File: config.mk
export PLATFORM = sky130hd
export DESIGN_NAME = prog_loader
export DESIGN_NICKNAME = d
export VERILOG_FILES = /design/src/rtl/prog_loader_pkg.sv /design/src/rtl/prog_loader.sv
export SDC_FILE = /design/constraint.sdc
export NUM_CORES = 1
export LEC_CHECK = 0
export ABC_AREA = 1
export BUFFER_PORTS_ARGS = -buffer_cell sky130_fd_sc_hd__buf_2
export CAP_MARGIN = 20
export CORE_ASPECT_RATIO = 0.5
export CORE_MARGIN = 3
export CORE_UTILIZATION = 46
export CTS_CLUSTER_SIZE = 14
export DETAILED_ROUTE_END_ITERATION = 8
export PLACE_DENSITY = 0.68
export SETUP_SLACK_MARGIN = 0.15
export SLEW_MARGIN = 25
export SYNTH_ARGS = -nofsm -noshare
export SYNTH_HDL_FRONTEND = slang
export SYNTH_SLANG_ARGS = --single-unit
File: constraint.sdc
create_clock -name CLK -period 1.6 [get_ports CLK]
set_input_delay 0.32 -clock CLK [delete_from_list [all_inputs] [get_ports CLK]]
set_output_delay 0.32 -clock CLK [all_outputs]
set_load 0.01 [all_outputs]
File: src/rtl/prog_loader_pkg.sv
// Shared types and constants for the RAT program memory loader.
package prog_loader_pkg;

    typedef enum logic [3:0] {
        ST_IDLE,
        ST_LEN_HI,
        ST_LEN_LO,
        ST_B2,
        ST_B1,
        ST_B0,
        ST_WRITE,
        ST_CHECK,
        ST_DONE,
        ST_ERROR
    } state_t;

    localparam logic [7:0]  DEFAULT_SYNC_BYTE = 8'hA5;
    localparam int unsigned BYTES_PER_WORD    = 3;

    // True while a frame is being received, i.e. the MCU must be held.
    function automatic logic in_frame(input state_t s);
        return (s == ST_LEN_HI) || (s == ST_LEN_LO) || (s == ST_B2) ||
               (s == ST_B1) || (s == ST_B0) || (s == ST_WRITE) ||
               (s == ST_CHECK);
    endfunction

endpackage

File: src/rtl/prog_loader.sv
// Framed byte-stream writer for the RAT program memory; holds the MCU while loading.
// Optional inter-byte timeout enabled by defining PROG_LOADER_TIMEOUT_EN.
module prog_loader
    import prog_loader_pkg::*;
#(
    parameter int unsigned ADDR_WIDTH     = 10,
    parameter int unsigned DATA_WIDTH     = 18,
    parameter logic [7:0]  SYNC_BYTE      = DEFAULT_SYNC_BYTE,
    parameter int unsigned TIMEOUT_CYCLES = 1_000_000
) (
    input  logic                  CLK,
    input  logic                  RST,
    input  logic [7:0]            RX_DATA,
    input  logic                  RX_VALID,
    output logic                  RX_READY,
    output logic                  WR_EN,
    output logic [ADDR_WIDTH-1:0] WR_ADDR,
    output logic [DATA_WIDTH-1:0] WR_DATA,
    output logic                  MCU_HOLD,
    output logic                  LOAD_DONE,
    output logic                  LOAD_ERR
);

    localparam int unsigned WORD_BITS = 8 * BYTES_PER_WORD;
    localparam logic [16:0] MAX_WORDS = 17'd1 << ADDR_WIDTH;
    // B2 bits that would land above the instruction width must be zero.
    localparam logic [7:0]  B2_MASK   = 8'(16'h00FF << (DATA_WIDTH - 16));

    if (DATA_WIDTH < 17 || DATA_WIDTH > WORD_BITS || ADDR_WIDTH > 16 ||
        TIMEOUT_CYCLES < 2) begin : g_param_check
        $error("prog_loader: unsupported parameter set");
    end

    state_t                  state_q;
    state_t                  state_d;
    logic [7:0]              len_hi_q;
    logic [15:0]             count_q;
    logic [ADDR_WIDTH-1:0]   addr_q;
    logic [15:0]             word_q;
    logic [DATA_WIDTH-1:0]   wr_data_q;
    logic [7:0]              chk_q;
    logic                    accept;
    logic                    sync_seen;
    logic [15:0]             len_n;
    logic                    len_bad;
    logic                    tmo_hit;

    assign accept    = RX_VALID && RX_READY;
    assign sync_seen = accept && (RX_DATA == SYNC_BYTE);
    assign len_n     = {len_hi_q, RX_DATA};
    assign len_bad   = (len_n == 16'd0) || ({1'b0, len_n} > MAX_WORDS);

`ifdef PROG_LOADER_TIMEOUT_EN
    localparam int unsigned TMO_W    = (TIMEOUT_CYCLES > 2) ? $clog2(TIMEOUT_CYCLES) : 1;
    localparam logic [TMO_W-1:0] TMO_LAST = TMO_W'(TIMEOUT_CYCLES - 1);

    logic [TMO_W-1:0] tmo_q;

    always_ff @(posedge CLK) begin
        if (RST) begin
            tmo_q <= '0;
        end else if (!in_frame(state_q) || accept) begin
            tmo_q <= '0;
        end else begin
            tmo_q <= tmo_q + TMO_W'(1);
        end
    end

    assign tmo_hit = in_frame(state_q) && !accept && (tmo_q == TMO_LAST);
`else
    assign tmo_hit = 1'b0;
`endif

    always_comb begin
        state_d = state_q;
        case (state_q)
            ST_IDLE, ST_DONE, ST_ERROR: begin
                if (sync_seen) state_d = ST_LEN_HI;
            end
            ST_LEN_HI: begin
                if (accept) state_d = ST_LEN_LO;
            end
            ST_LEN_LO: begin
                if (accept) state_d = len_bad ? ST_ERROR : ST_B2;
            end
            ST_B2: begin
                if (accept) state_d = ((RX_DATA & B2_MASK) != 8'h00) ? ST_ERROR : ST_B1;
            end
            ST_B1: begin
                if (accept) state_d = ST_B0;
            end
            ST_B0: begin
                if (accept) state_d = ST_WRITE;
            end
            ST_WRITE: begin
                state_d = (count_q == 16'd1) ? ST_CHECK : ST_B2;
            end
            ST_CHECK: begin
                if (accept) state_d = (RX_DATA == chk_q) ? ST_DONE : ST_ERROR;
            end
            default: state_d = ST_IDLE;
        endcase
        if (tmo_hit) state_d = ST_ERROR;
    end

    always_ff @(posedge CLK) begin
        if (RST) begin
            state_q   <= ST_IDLE;
            len_hi_q  <= '0;
            count_q   <= '0;
            addr_q    <= '0;
            word_q    <= '0;
            wr_data_q <= '0;
            chk_q     <= '0;
        end else begin
            state_q <= state_d;
            case (state_q)
                ST_IDLE, ST_DONE, ST_ERROR: begin
                    if (sync_seen) begin
                        addr_q <= '0;
                        chk_q  <= '0;
                    end
                end
                ST_LEN_HI: begin
                    if (accept) len_hi_q <= RX_DATA;
                end
                ST_LEN_LO: begin
                    if (accept) count_q <= len_n;
                end
                ST_B2, ST_B1: begin
                    if (accept) begin
                        word_q <= {word_q[7:0], RX_DATA};
                        chk_q  <= chk_q ^ RX_DATA;
                    end
                end
                ST_B0: begin
                    if (accept) begin
                        wr_data_q <= DATA_WIDTH'({word_q, RX_DATA});
                        chk_q     <= chk_q ^ RX_DATA;
                    end
                end
                ST_WRITE: begin
                    addr_q  <= addr_q + ADDR_WIDTH'(1);
                    count_q <= count_q - 16'd1;
                end
                default: ;
            endcase
        end
    end

    // Status flags are pure state decodes, so reset and resync clear them for free.
    assign RX_READY  = (state_q != ST_WRITE);
    assign WR_EN     = (state_q == ST_WRITE);
    assign WR_ADDR   = addr_q;
    assign WR_DATA   = wr_data_q;
    assign MCU_HOLD  = in_frame(state_q);
    assign LOAD_DONE = (state_q == ST_DONE);
    assign LOAD_ERR  = (state_q == ST_ERROR);

endmodule

# --- Word level (Yosys, flattened, before mapping) ---
# Index checks and enable logic that the tools add are counted.
classes:
  n_addsub: 2
  n_mul: 0
  n_div: 0
  magnitude_cmp: 1
  n_eq_ne: 21
  shift: 0
  mux: 19
  bitwise_logic: 1
  reduce_logical: 25
ops:
  columns: ["op", "count"]
  rows:
  - ["4-bit two-way mux", 9]
  - ["16-bit case mux with 2 select lines", 1]
  - ["4-bit case mux with 8 select lines", 1]
  - ["10-bit case mux with 2 select lines", 1]
  - ["16-bit by 1-bit equality test with 1-bit output, second input constant", 1]
  - ["4-bit by 3-bit equality test with 1-bit output, second input constant", 4]
  - ["16-bit by 11-bit > comparator with 1-bit output, second input constant", 1]
  - ["16-bit logical NOT", 1]
  - ["16-bit two-way mux", 1]
  - ["8-bit two-way mux", 2]
  - ["8-bit case mux with 2 select lines", 1]
  - ["16-bit by 1-bit subtractor with 16-bit output, second input constant", 1]
  - ["2-bit inequality test, second input constant", 7]
  - ["10-bit by 1-bit adder with 10-bit output, second input constant", 1]
  - ["10-bit two-way mux", 1]
  - ["2-bit AND reduction", 5]
  - ["4-bit by 2-bit equality test with 1-bit output, second input constant", 2]
  - ["4-bit equality test, second input constant", 2]
  - ["8-bit equality test", 1]
  - ["8-bit equality test, second input constant", 1]
  - ["8-bit nonzero test", 1]
  - ["8-bit XOR", 1]
  - ["1-bit logical OR", 7]
  - ["7-bit AND reduction", 1]
  - ["11 further kinds", 15]
totals:
  reg_bits: 74
  latchBits: 0
  mem_bits_rw: 0
  mem_bits_ro: 0
  output_inout_bits: 33
  elab_cells: 76
  mem_count: 0

# --- Longest topological paths before layout ---
# Gate-level depths: netlist (run 1).
logic_depth:
  word_depth: 7
  depth_mapped: 11

# --- Worst setup path before layout (run 1) ---
# No wires, ideal clock.
synth_timing:
  path_type: "flip-flop to flip-flop"
  startpoint: "reg state_q[2]"
  endpoint: "reg chk_q[5]"
  setup_ns: 0.113
  arrival_time_ns: 1.388
  required_ns: 1.487
  slack_ns: 0.100
  stages_incl_launch_ff: 10
  path_buffers: 1
  synth_period_minus_slack_ns: 1.500
  cell_sequence: "dfxtp_1 nor2_2 nand3_2 nand2_2 nor2_2 nor3b_4 buf_6 nand2_1 nand2_1 nor2_1"
synth_via:
  elab_chain_len: 5
  elab_cells_between_ends: 16
synth_lines:
  columns: ["item", "line", "rtl"]
  rows:
  - ["start, declared", "prog_loader.sv:34", "state_t state_q;"]
  - ["start signal, assigned", "prog_loader.sv:116", "state_q <= state_d;"]
  - ["4-bit by 3-bit inequality test with 1-bit output", "prog_loader.sv:152", "assign RX_READY = (state_q != ST_WRITE);"]
  - ["1-bit logical AND", "prog_loader.sv:48", "assign accept = RX_VALID && RX_READY;"]
  - ["1-bit logical AND", "prog_loader.sv:49", "assign sync_seen = accept && (RX_DATA == SYNC_BYTE);"]
  - ["2-bit inequality test (no line)", null, null]
  - ["3-bit AND reduction (no line)", null, null]
  - ["end signal, assigned", "prog_loader.sv:133", "chk_q <= chk_q ^ RX_DATA;"]
  - ["end signal, assigned", "prog_loader.sv:139", "chk_q <= chk_q ^ RX_DATA;"]
  - ["end, declared", "prog_loader.sv:41", "logic [7:0] chk_q;"]
# Several ways; a longest one is shown, not always the timed one.
# A chain may end at the register's enable or synchronous reset.

# --- Final worst setup path (run 1) ---
layout_timing:
  startpoint: "reg state_q[2]"
  endpoint: "out LOAD_ERR"
layout_via:
  elab_chain_len: 1
layout_lines:
  columns: ["item", "line", "rtl"]
  rows:
  - ["4-bit equality test", "prog_loader.sv:158", "assign LOAD_ERR = (state_q == ST_ERROR);"]
  - ["end, declared", "prog_loader.sv:21", "output logic LOAD_ERR"]
# No other way between the ends.

==> results of run 1 <==
-- how the worst max path moves through the flow --
stage,startpoint,end,slack (ps),cells after the start
2_1_floorplan,state_q[2],chk_q[5],150,9
3_3_place_gp,RX_DATA[5],WR_ADDR[9],80,9
3_5_place_dp,state_q[1],word_q[0],60,7
4_1_cts,state_q[3],RX_READY,10,6
5_1_grt,state_q[0],chk_q[1],-80,10
6_report,state_q[2],LOAD_ERR,-20,5
-- power by group through the flow --
stage / sequential, W / clock (W) / combinational (W)
global placement: 0.00205 / 0 / 0.000905
detailed placement: 0.00205 / 0 / 0.000910
finish: 0.00201 / 0.00190 / 0.00114
global route: 0.00202 / 0.00201 / 0.00128
CTS: 0.00201 / 0.00193 / 0.000995
floorplan: 0.00204 / 0 / 0.000656
-- layout make-up --
cell class / instances / area, um^2 / area share
Clock buffer: 10 / 239 / 0.0454
Clock inverter: 6 / 41.3 / 0.00785
Inverter: 65 / 268 / 0.0509
Multi-Input combinational cell: 403 / 2190 / 0.417
Sequential cell: 74 / 1500 / 0.284
Tap cell: 108 / 135 / 0.0257
Timing Repair Buffer: 106 / 880 / 0.167
Timing Repair inverter: 1 / 7.51 / 0.00143
-- synth_stat cells, types with 3 or more instances --
cell and n:
dfxtp_1 74, nand3_1 24, nand4_1 4, o211ai_1 3, ha_1 3, nor3_1 9
xnor2_1 8, nor2_1 94, inv_1 61, clkbuf_1 6, a21oi_1 53, nand2_1 121
o22ai_1 6, o21ai_0 56, inv_2 4, nand2_2 4, nor2_2 4, buf_2 7
-- flip-flops by register name, indices dropped and copies added (netlist names) --
register / cells
word_q: 10
chk_q: 8
state_q: 4
len_hi_q: 8
WR_DATA: 18
count_q: 16
WR_ADDR: 10
-- routing by layer --
metal  vias up  share of wire  track usage
met2       152           0.43        0.312
met4         0          0.012       0.0657
met5         -              0            0
met1      1862           0.48        0.332
met3        17          0.073       0.0587
li1       2008              -            -
-- kinds of logic after synthesis --
logic type,count (synthesis),synth area share
buffers and inverters,82,0.0885
adder cells (fa/ha/maj),3,0.0101
AO/OA/AOI/OAI,122,0.172
XOR/XNOR,10,0.0237
AND/OR/NAND/NOR,268,0.306
flip-flops,74,0.400
-- worst max-delay path, delay by kind of cell (launching register included) --
family / cells / cell delay, ps
flip-flops: 1 / 360
buffers and inverters: 3 / 370
AND/OR/NAND/NOR: 2 / 240
-- per-stage QoR --
step	area [um^2]	util
after floorplan	3720	-
after global placement	4280	0.566
after detailed placement	4280	0.566
after CTS	4840	0.639
after global routing	5260	0.695
final	5260	0.695
-- repair_timing --
item                                    CTS  global route
resized for setup                        37            91
pin swaps                                 4            17
gates cloned                              2             2
buffers inserted                         17             9
endpoints found under the setup margin   37            78
==> flow_summary.html, run 1 <==
<table>
<tr><th>Metric</th><th>Value</th></tr>
<tr><th colspan="2">STA</th></tr>
<tr><td>Setup violations, final</td><td>3</td></tr>
<tr><td>Setup skew after layout</td><td>7.23 ps</td></tr>
<tr><td>Period minus WS final</td><td>approximately 1600 ps</td></tr>
<tr><td>Final clock period utilization by the worst path</td><td>1.01</td></tr>
<tr><td>Count of final max-slew check failures</td><td>0</td></tr>
<tr><td>Hold slack final</td><td>~270 ps</td></tr>
<tr><td>Setup repair after global routing missed its margin</td><td>yes</td></tr>
<tr><td>Peak clock frequency supported by timing</td><td>616 MHz</td></tr>
<tr><td>Minimum setup slack in the final design</td><td>-22.1 ps</td></tr>
<tr><td>Tightest Pin Transition</td><td>a little under 300 ps</td></tr>
<tr><td>Number of hold-slack violations in the final timing report</td><td>0</td></tr>
<tr><td>Summed negative setup slack over all endpoints</td><td>-33.7 ps</td></tr>
<tr><td>Max_slew headroom</td><td>0.802</td></tr>
<tr><th colspan="2">Place</th></tr>
<tr><td>Placement Setup Slack</td><td>56.1 ps</td></tr>
<tr><td>Final HPWL from detailed placement</td><td>around 7.0 mm</td></tr>
<tr><td>Inst Count DP</td><td>between 700 and 800</td></tr>
<tr><td>Final GP Congestion</td><td>approximately 1.0</td></tr>
<tr><td>Port bufs</td><td>43</td></tr>
<tr><th colspan="2">Yosys</th></tr>
<tr><td>Synth area leaders</td><td>dfxtp_1 (40%), nand2_1 (12%), nor2_1 (9.5%), o21ai_0 (7.6%), a21oi_1 (7.2%)</td></tr>
<tr><td>Post-synth top flop</td><td>dfxtp_1</td></tr>
<tr><td>Mean instance size in the synthesized netlist</td><td>around 6.6 um^2</td></tr>
<tr><td>Share of async-settable or async-resettable flops after synthesis</td><td>0</td></tr>
<tr><td>Post-synthesis sequential area ratio</td><td>0.400</td></tr>
<tr><td>Yosys synthesis warning count</td><td>0</td></tr>
<tr><td>Gate Count Post-Synth</td><td>559</td></tr>
<tr><td>Number of different library cells in the post-synthesis netlist</td><td>32</td></tr>
<tr><td>Synth area leader</td><td>dfxtp_1</td></tr>
<tr><td>Fraction of post-synthesis cell area in the top cell type by area</td><td>0.400</td></tr>
<tr><td>Number of nets produced by synthesis</td><td>between 500 and 600</td></tr>
<tr><td>Count of flip-flops with a built-in enable after synthesis</td><td>0</td></tr>
<tr><td>Synth Register Bits</td><td>74</td></tr>
<tr><td>Area of the mapped netlist</td><td>0.00370 mm^2</td></tr>
<tr><th colspan="2">Worst hold path</th></tr>
<tr><td>Path type of the worst min-delay path</td><td>input port to register</td></tr>
<tr><td>Worst Hold Depth</td><td>2</td></tr>
<tr><td>Endpoint of the worst hold path</td><td>count_q[4]</td></tr>
<tr><td>HP Start</td><td>RX_VALID</td></tr>
<tr><th colspan="2">Power</th></tr>
<tr><td>Total power</td><td>just over 0.005 W</td></tr>
<tr><td>Leakage Power</td><td>around 2.3 nW</td></tr>
<tr><td>Sequential share of power</td><td>0.398</td></tr>
<tr><td>VDD IR max</td><td>around 0.00048 V</td></tr>
<tr><td>Int Power</td><td>around 0.0035 W</td></tr>
<tr><td>Clock power share</td><td>0.375</td></tr>
<tr><td>Net load switching power</td><td>approximately 0.0016 W</td></tr>
<tr><td>Power density relative to cell area</td><td>960 mW/mm^2</td></tr>
<tr><td>Combinational group share of total power</td><td>0.226</td></tr>
<tr><td>Proportion of total power due to net switching</td><td>0.308</td></tr>
<tr><th colspan="2">Floorplanning</th></tr>
<tr><td>Height of the die</td><td>69.5 um</td></tr>
<tr><td>Core box area</td><td>around 0.0076 mm^2</td></tr>
<tr><td>Die Wd</td><td>around 130 um</td></tr>
<tr><td>Effective utilization at floorplan</td><td>0.489</td></tr>
<tr><td>Top-level port count</td><td>44</td></tr>
<tr><td>FP Rows</td><td>22</td></tr>
<tr><td>Full die area</td><td>0.00923 mm^2</td></tr>
<tr><th colspan="2">Final layout</th></tr>
<tr><td>Filler cells</td><td>about 610</td></tr>
<tr><td>Commonest non-fill, non-tap cells in the layout</td><td>nand2_1 (110), nor2_1 (83), dfxtp_1 (68), inv_1 (52), a21oi_1 (42)</td></tr>
<tr><td>Final cell count without fillers</td><td>just under 800</td></tr>
<tr><td>Layout-stage area growth over the synthesis result</td><td>42.1%</td></tr>
<tr><td>Most frequent standard cell in the layout excluding fill and tap cells</td><td>nand2_1</td></tr>
<tr><td>Total inserted antenna cells</td><td>0</td></tr>
<tr><td>Proportion of layout cells with a drive suffix above 1</td><td>0.313</td></tr>
<tr><td>Final Net Count</td><td>between 600 and 700</td></tr>
<tr><th colspan="2">Clock network</th></tr>
<tr><td>Num Clock Sinks</td><td>74</td></tr>
<tr><td>TritonCTS clock tree</td><td>yes</td></tr>
<tr><td>Quantity of hold-fixing buffers added after cts</td><td>0</td></tr>
<tr><td>Master cell of the clock root buffer</td><td>clkbuf_16</td></tr>
<tr><td>Total CTS buffers</td><td>9</td></tr>
<tr><td>CTS HTree Levels</td><td>3</td></tr>
<tr><td>Later-pin clock latency in the skew report</td><td>between 300 and 400 ps</td></tr>
<tr><td>Clock-pin slew reported for the worst setup and hold paths after clock tree synthesis</td><td>~60 ps</td></tr>
<tr><td>CTS max path bufs</td><td>2</td></tr>
<tr><th colspan="2">Drt</th></tr>
<tr><td>Detailed Route WL</td><td>between 10 and 15 mm</td></tr>
<tr><td>Detailed-route DRC error count</td><td>0</td></tr>
<tr><td>Routed wire per std cell</td><td>14.4 um</td></tr>
<tr><td>Vias after detailed routing</td><td>slightly above 4000</td></tr>
<tr><td>Pre-antenna DRT Iters</td><td>4</td></tr>
<tr><td>DRC violation total after the first TritonRoute iteration</td><td>between 300 and 400</td></tr>
<tr><td>Drt via density</td><td>between 5 and 6</td></tr>
<tr><td>Post-DRT Antenna Nets</td><td>0</td></tr>
<tr><th colspan="2">Global routing</th></tr>
<tr><td>All-layer global routing usage</td><td>0.223</td></tr>
<tr><td>Wire length of the first global-routing pass</td><td>roughly 17 mm</td></tr>
<tr><td>Initial antenna violation count</td><td>0</td></tr>
<tr><td>Largest net degree at the start of global routing</td><td>54</td></tr>
<tr><td>Sum of overflow across all layers after global routing</td><td>0</td></tr>
<tr><td>Via count of the first global-routing pass</td><td>roughly 3400</td></tr>
<tr><th colspan="2">Worst setup path</th></tr>
<tr><td>Worst reg2reg endpoint</td><td>chk_q[4]</td></tr>
<tr><td>Worst Path Required</td><td>between 1000 and 1500 ps</td></tr>
<tr><td>Crit Path Max Fanout</td><td>3</td></tr>
<tr><td>Start of the worst register-to-register path</td><td>state_q[2]</td></tr>
<tr><td>Worst Setup Start Kind</td><td>register</td></tr>
<tr><td>Data arrival, critical path</td><td>1300 ps</td></tr>
<tr><td>Worst Reg2Reg Path Length in Cells</td><td>10</td></tr>
<tr><td>Nature of the critical path endpoint</td><td>output pin</td></tr>
<tr><td>Critical Setup Path Class</td><td>register to output pin</td></tr>
<tr><td>Crit path max-delay cell type</td><td>dfxtp_4</td></tr>
<tr><td>Crit-path cells</td><td>buf_12, nor2_4, inv_2, nor3_2, buf_2</td></tr>
<tr><td>Worst reg-to-reg setup slack</td><td>~50 ps</td></tr>
<tr><td>Delay of the slowest cell on the worst path</td><td>approximately 360 ps</td></tr>
<tr><th colspan="2">Run status</th></tr>
<tr><td>Outcome</td><td>finished with violations</td></tr>
<tr><td>Violated checks</td><td>negative setup slack</td></tr>
<tr><th colspan="2">Run</th></tr>
<tr><td>Number of max-cap violations</td><td>0</td></tr>
</table>
No activity file was read; power rests on OpenSTA's default activity.
==> run 2, diff against run 1 <==
==> constraint.sdc (replaced) <==
create_clock -name CLK -period 1.6 [get_ports CLK]
set_input_delay 0.32 -clock CLK [delete_from_list [all_inputs] [get_ports CLK]]
set_output_delay 0.32 -clock CLK [all_outputs]
set_load 0.005 [all_outputs]
==> run 2 against run 1 <==
The flow still finishes with violations (negative setup slack). First-iteration DRC count shrank 7.1%. Count of clock-buffer cells in the layout shrank 1. Routed wire length is 5.4% higher. Critical endpoint is now RX_READY.
==> flow_summary.html, run 2 (same netlist as run 1, synthesis figures left out) <==
<table>
<tr><th>Metric</th><th>Value</th></tr>
<tr><th colspan="2">Global routing</th></tr>
<tr><td>Largest net degree at the start of global routing</td><td>54</td></tr>
<tr><td>Via count of the first global-routing pass</td><td>3434</td></tr>
<tr><td>Sum of overflow across all layers after global routing</td><td>0</td></tr>
<tr><td>Initial antenna violation count</td><td>0</td></tr>
<tr><td>All-layer global routing usage</td><td>0.229</td></tr>
<tr><td>Wire length of the first global-routing pass</td><td>between 15 and 20 mm</td></tr>
<tr><th colspan="2">Place</th></tr>
<tr><td>Instance area at placement</td><td>0.00428 mm^2</td></tr>
<tr><td>Placement Setup Slack</td><td>26.7 ps</td></tr>
<tr><td>Final HPWL from detailed placement</td><td>6.99 mm</td></tr>
<tr><td>Final GP Congestion</td><td>approximately 1.0</td></tr>
<tr><td>Port bufs</td><td>43</td></tr>
<tr><th colspan="2">Final layout</th></tr>
<tr><td>Proportion of layout cells with a drive suffix above 1</td><td>0.364</td></tr>
<tr><td>Layout-stage area growth over the synthesis result</td><td>48.1%</td></tr>
<tr><td>Final Net Count</td><td>~690</td></tr>
<tr><td>Total inserted antenna cells</td><td>0</td></tr>
<tr><td>Cell area after layout</td><td>roughly 0.0055 mm^2</td></tr>
<tr><td>Flip-flop count of the largest register after layout</td><td>18</td></tr>
<tr><td>Commonest non-fill, non-tap cells in the layout</td><td>nand2_1 (102), nor2_1 (83), dfxtp_1 (66), inv_1 (51), buf_4 (47)</td></tr>
<tr><td>Final cell utilization of the core</td><td>0.725</td></tr>
<tr><td>Most frequent standard cell in the layout excluding fill and tap cells</td><td>nand2_1</td></tr>
<tr><th colspan="2">Worst setup path</th></tr>
<tr><td>Bufs and invs on worst path</td><td>4</td></tr>
<tr><td>Crit-path cells</td><td>inv_4, nand2_4, nor2_4, inv_2, buf_6, buf_6</td></tr>
<tr><td>Crit Path Max Fanout</td><td>4</td></tr>
<tr><td>Worst Setup Start Kind</td><td>register</td></tr>
<tr><td>Nature of the critical path endpoint</td><td>output pin</td></tr>
<tr><td>Crit path max-delay cell type</td><td>dfxtp_4</td></tr>
<tr><td>Top delay family on crit path</td><td>buffers and inverters</td></tr>
<tr><td>Delay of the slowest cell on the worst path</td><td>around 350 ps</td></tr>
<tr><td>Data arrival, critical path</td><td>around 1300 ps</td></tr>
<tr><td>Critical Setup Path Class</td><td>register to output pin</td></tr>
<tr><td>Worst Path Required</td><td>1280 ps</td></tr>
<tr><td>CP dominant cell by count</td><td>buf_6</td></tr>
<tr><th colspan="2">STA</th></tr>
<tr><td>Period minus WS final</td><td>around 1600 ps</td></tr>
<tr><td>Count of final max-slew check failures</td><td>0</td></tr>
<tr><td>Setup skew after layout</td><td>roughly 6.4 ps</td></tr>
<tr><td>Peak clock frequency supported by timing</td><td>between 600 and 700 MHz</td></tr>
<tr><td>Minimum setup slack in the final design</td><td>-26.5 ps</td></tr>
<tr><td>Final clock period utilization by the worst path</td><td>1.02</td></tr>
<tr><td>Setup violations, final</td><td>2</td></tr>
<tr><td>Max_slew headroom</td><td>0.800</td></tr>
<tr><td>Setup repair after global routing missed its margin</td><td>yes</td></tr>
<tr><td>Tightest Pin Transition</td><td>between 200 and 300 ps</td></tr>
<tr><td>Number of hold-slack violations in the final timing report</td><td>0</td></tr>
<tr><th colspan="2">Floorplanning</th></tr>
<tr><td>Height of the die</td><td>between 60 and 70 um</td></tr>
<tr><td>Die Wd</td><td>133 um</td></tr>
<tr><td>Top-level port count</td><td>44</td></tr>
<tr><td>Core box area</td><td>around 0.0076 mm^2</td></tr>
<tr><td>Effective utilization at floorplan</td><td>0.489</td></tr>
<tr><td>FP Rows</td><td>22</td></tr>
<tr><td>Full die area</td><td>0.00923 mm^2</td></tr>
<tr><th colspan="2">Clock network</th></tr>
<tr><td>Quantity of hold-fixing buffers added after cts</td><td>0</td></tr>
<tr><td>Later-pin clock latency in the skew report</td><td>340 ps</td></tr>
<tr><td>Total CTS buffers</td><td>9</td></tr>
<tr><td>CTS HTree Levels</td><td>3</td></tr>
<tr><td>CTS max path bufs</td><td>2</td></tr>
<tr><td>Master cell of the clock root buffer</td><td>clkbuf_16</td></tr>
<tr><td>Num Clock Sinks</td><td>74</td></tr>
<tr><td>Clock-pin slew reported for the worst setup and hold paths after clock tree synthesis</td><td>roughly 60 ps</td></tr>
<tr><td>TritonCTS clock tree</td><td>yes</td></tr>
<tr><th colspan="2">Run</th></tr>
<tr><td>Number of max-cap violations</td><td>0</td></tr>
<tr><th colspan="2">Drt</th></tr>
<tr><td>Detailed-route DRC error count</td><td>0</td></tr>
<tr><td>Detailed Route WL</td><td>11.7 mm</td></tr>
<tr><td>Routed wire per std cell</td><td>around 15 um</td></tr>
<tr><td>DRC violation total after the first TritonRoute iteration</td><td>340</td></tr>
<tr><td>Vias after detailed routing</td><td>around 4200</td></tr>
<tr><td>Drt via density</td><td>5.30</td></tr>
<tr><td>Pre-antenna DRT Iters</td><td>5</td></tr>
<tr><td>Post-DRT Antenna Nets</td><td>0</td></tr>
<tr><th colspan="2">Power</th></tr>
<tr><td>Leakage Power</td><td>about 2.4 nW</td></tr>
<tr><td>Power density relative to cell area</td><td>~940 mW/mm^2</td></tr>
<tr><td>Total power</td><td>0.00516 W</td></tr>
<tr><td>VDD IR max</td><td>between 0.0006 and 0.0007 V</td></tr>
<tr><th colspan="2">Run status</th></tr>
<tr><td>Violated checks</td><td>negative setup slack</td></tr>
<tr><td>Outcome</td><td>finished with violations</td></tr>
<tr><th colspan="2">Worst hold path</th></tr>
<tr><td>Path type of the worst min-delay path</td><td>input port to register</td></tr>
</table>
## run 2: cell types whose count changed in the layout (fill, tap and decap cells not counted), sizes merged
cell    previous run  this run
buf              103       112
bufinv             0         1
nand2            126       127
## run 2: what timing repair did
action | CTS | global route
gates cloned | 3 | 5
endpoints found under the setup margin | 38 | 78
buffers inserted | 12 | 23
pin swaps | 4 | 23
gates resized for setup | 37 | 139
## run 2: area by class of cell
type / count / area (um^2)
Clock buffer: 9 / 225
Clock inverter: 6 / 67.6
Fill cell: 588 / 2080
Inverter: 65 / 268
Multi-Input combinational cell: 404 / 2290
Sequential cell: 74 / 1500
Tap cell: 108 / 135
Timing Repair Buffer: 116 / 977
Timing Repair inverter: 2 / 15.0
## run 2: report_power, final
group | switching [W] | total, W | leakage (nW) | internal, W
logic | 0.000684 | 0.00116 | 1.65 | 0.000474
registers | 0.0000628 | 0.00201 | 0.602 | 0.00194
clock network | 0.000797 | 0.00200 | 0.146 | 0.00120
total | 0.00154 | 0.00516 | 2.40 | 0.00362
## run 2: worst register-to-register path, stage by stage (launching register included)
cell	delay (ps)
dfxtp_4	350
inv_4	60
nand2_4	60
nor2_4	200
buf_6	140
nor2_4	50
buf_6	130
nand2_8	100
clkinvlp_4	180
o21ai_1	170
a21oi_1	50
## run 2: per-layer routing
metal	wire length [um]	track usage	vias to the layer above
met2	5100	0.321	161
met3	868	0.0746	32
li1	-	-	2026
met1	5500	0.327	1938
met4	265	0.0795	0
met5	0	0	-
## run 2: worst paths after layout
| kind | start | endpoint | slack, ps | depth (start not counted) |
|---|---|---|---|---|
| hold reg to reg | WR_DATA[10] | WR_DATA[10] | 470 | 2 |
| hold / removal | RX_VALID | count_q[4] | 290 | 2 |
| setup / recovery | state_q[3] | RX_READY | -30 | 6 |
| setup reg to reg | state_q[3] | word_q[5] | 10 | 10 |
## run 2: through the flow
step                TNS, ps  cells  hold WS, ps
floorplan                 0    559          389
global placement          0    726          457
detailed placement        0    726          464
CTS                       0    756          222
global route          -1090    784          286
finish                -33.1    784          290
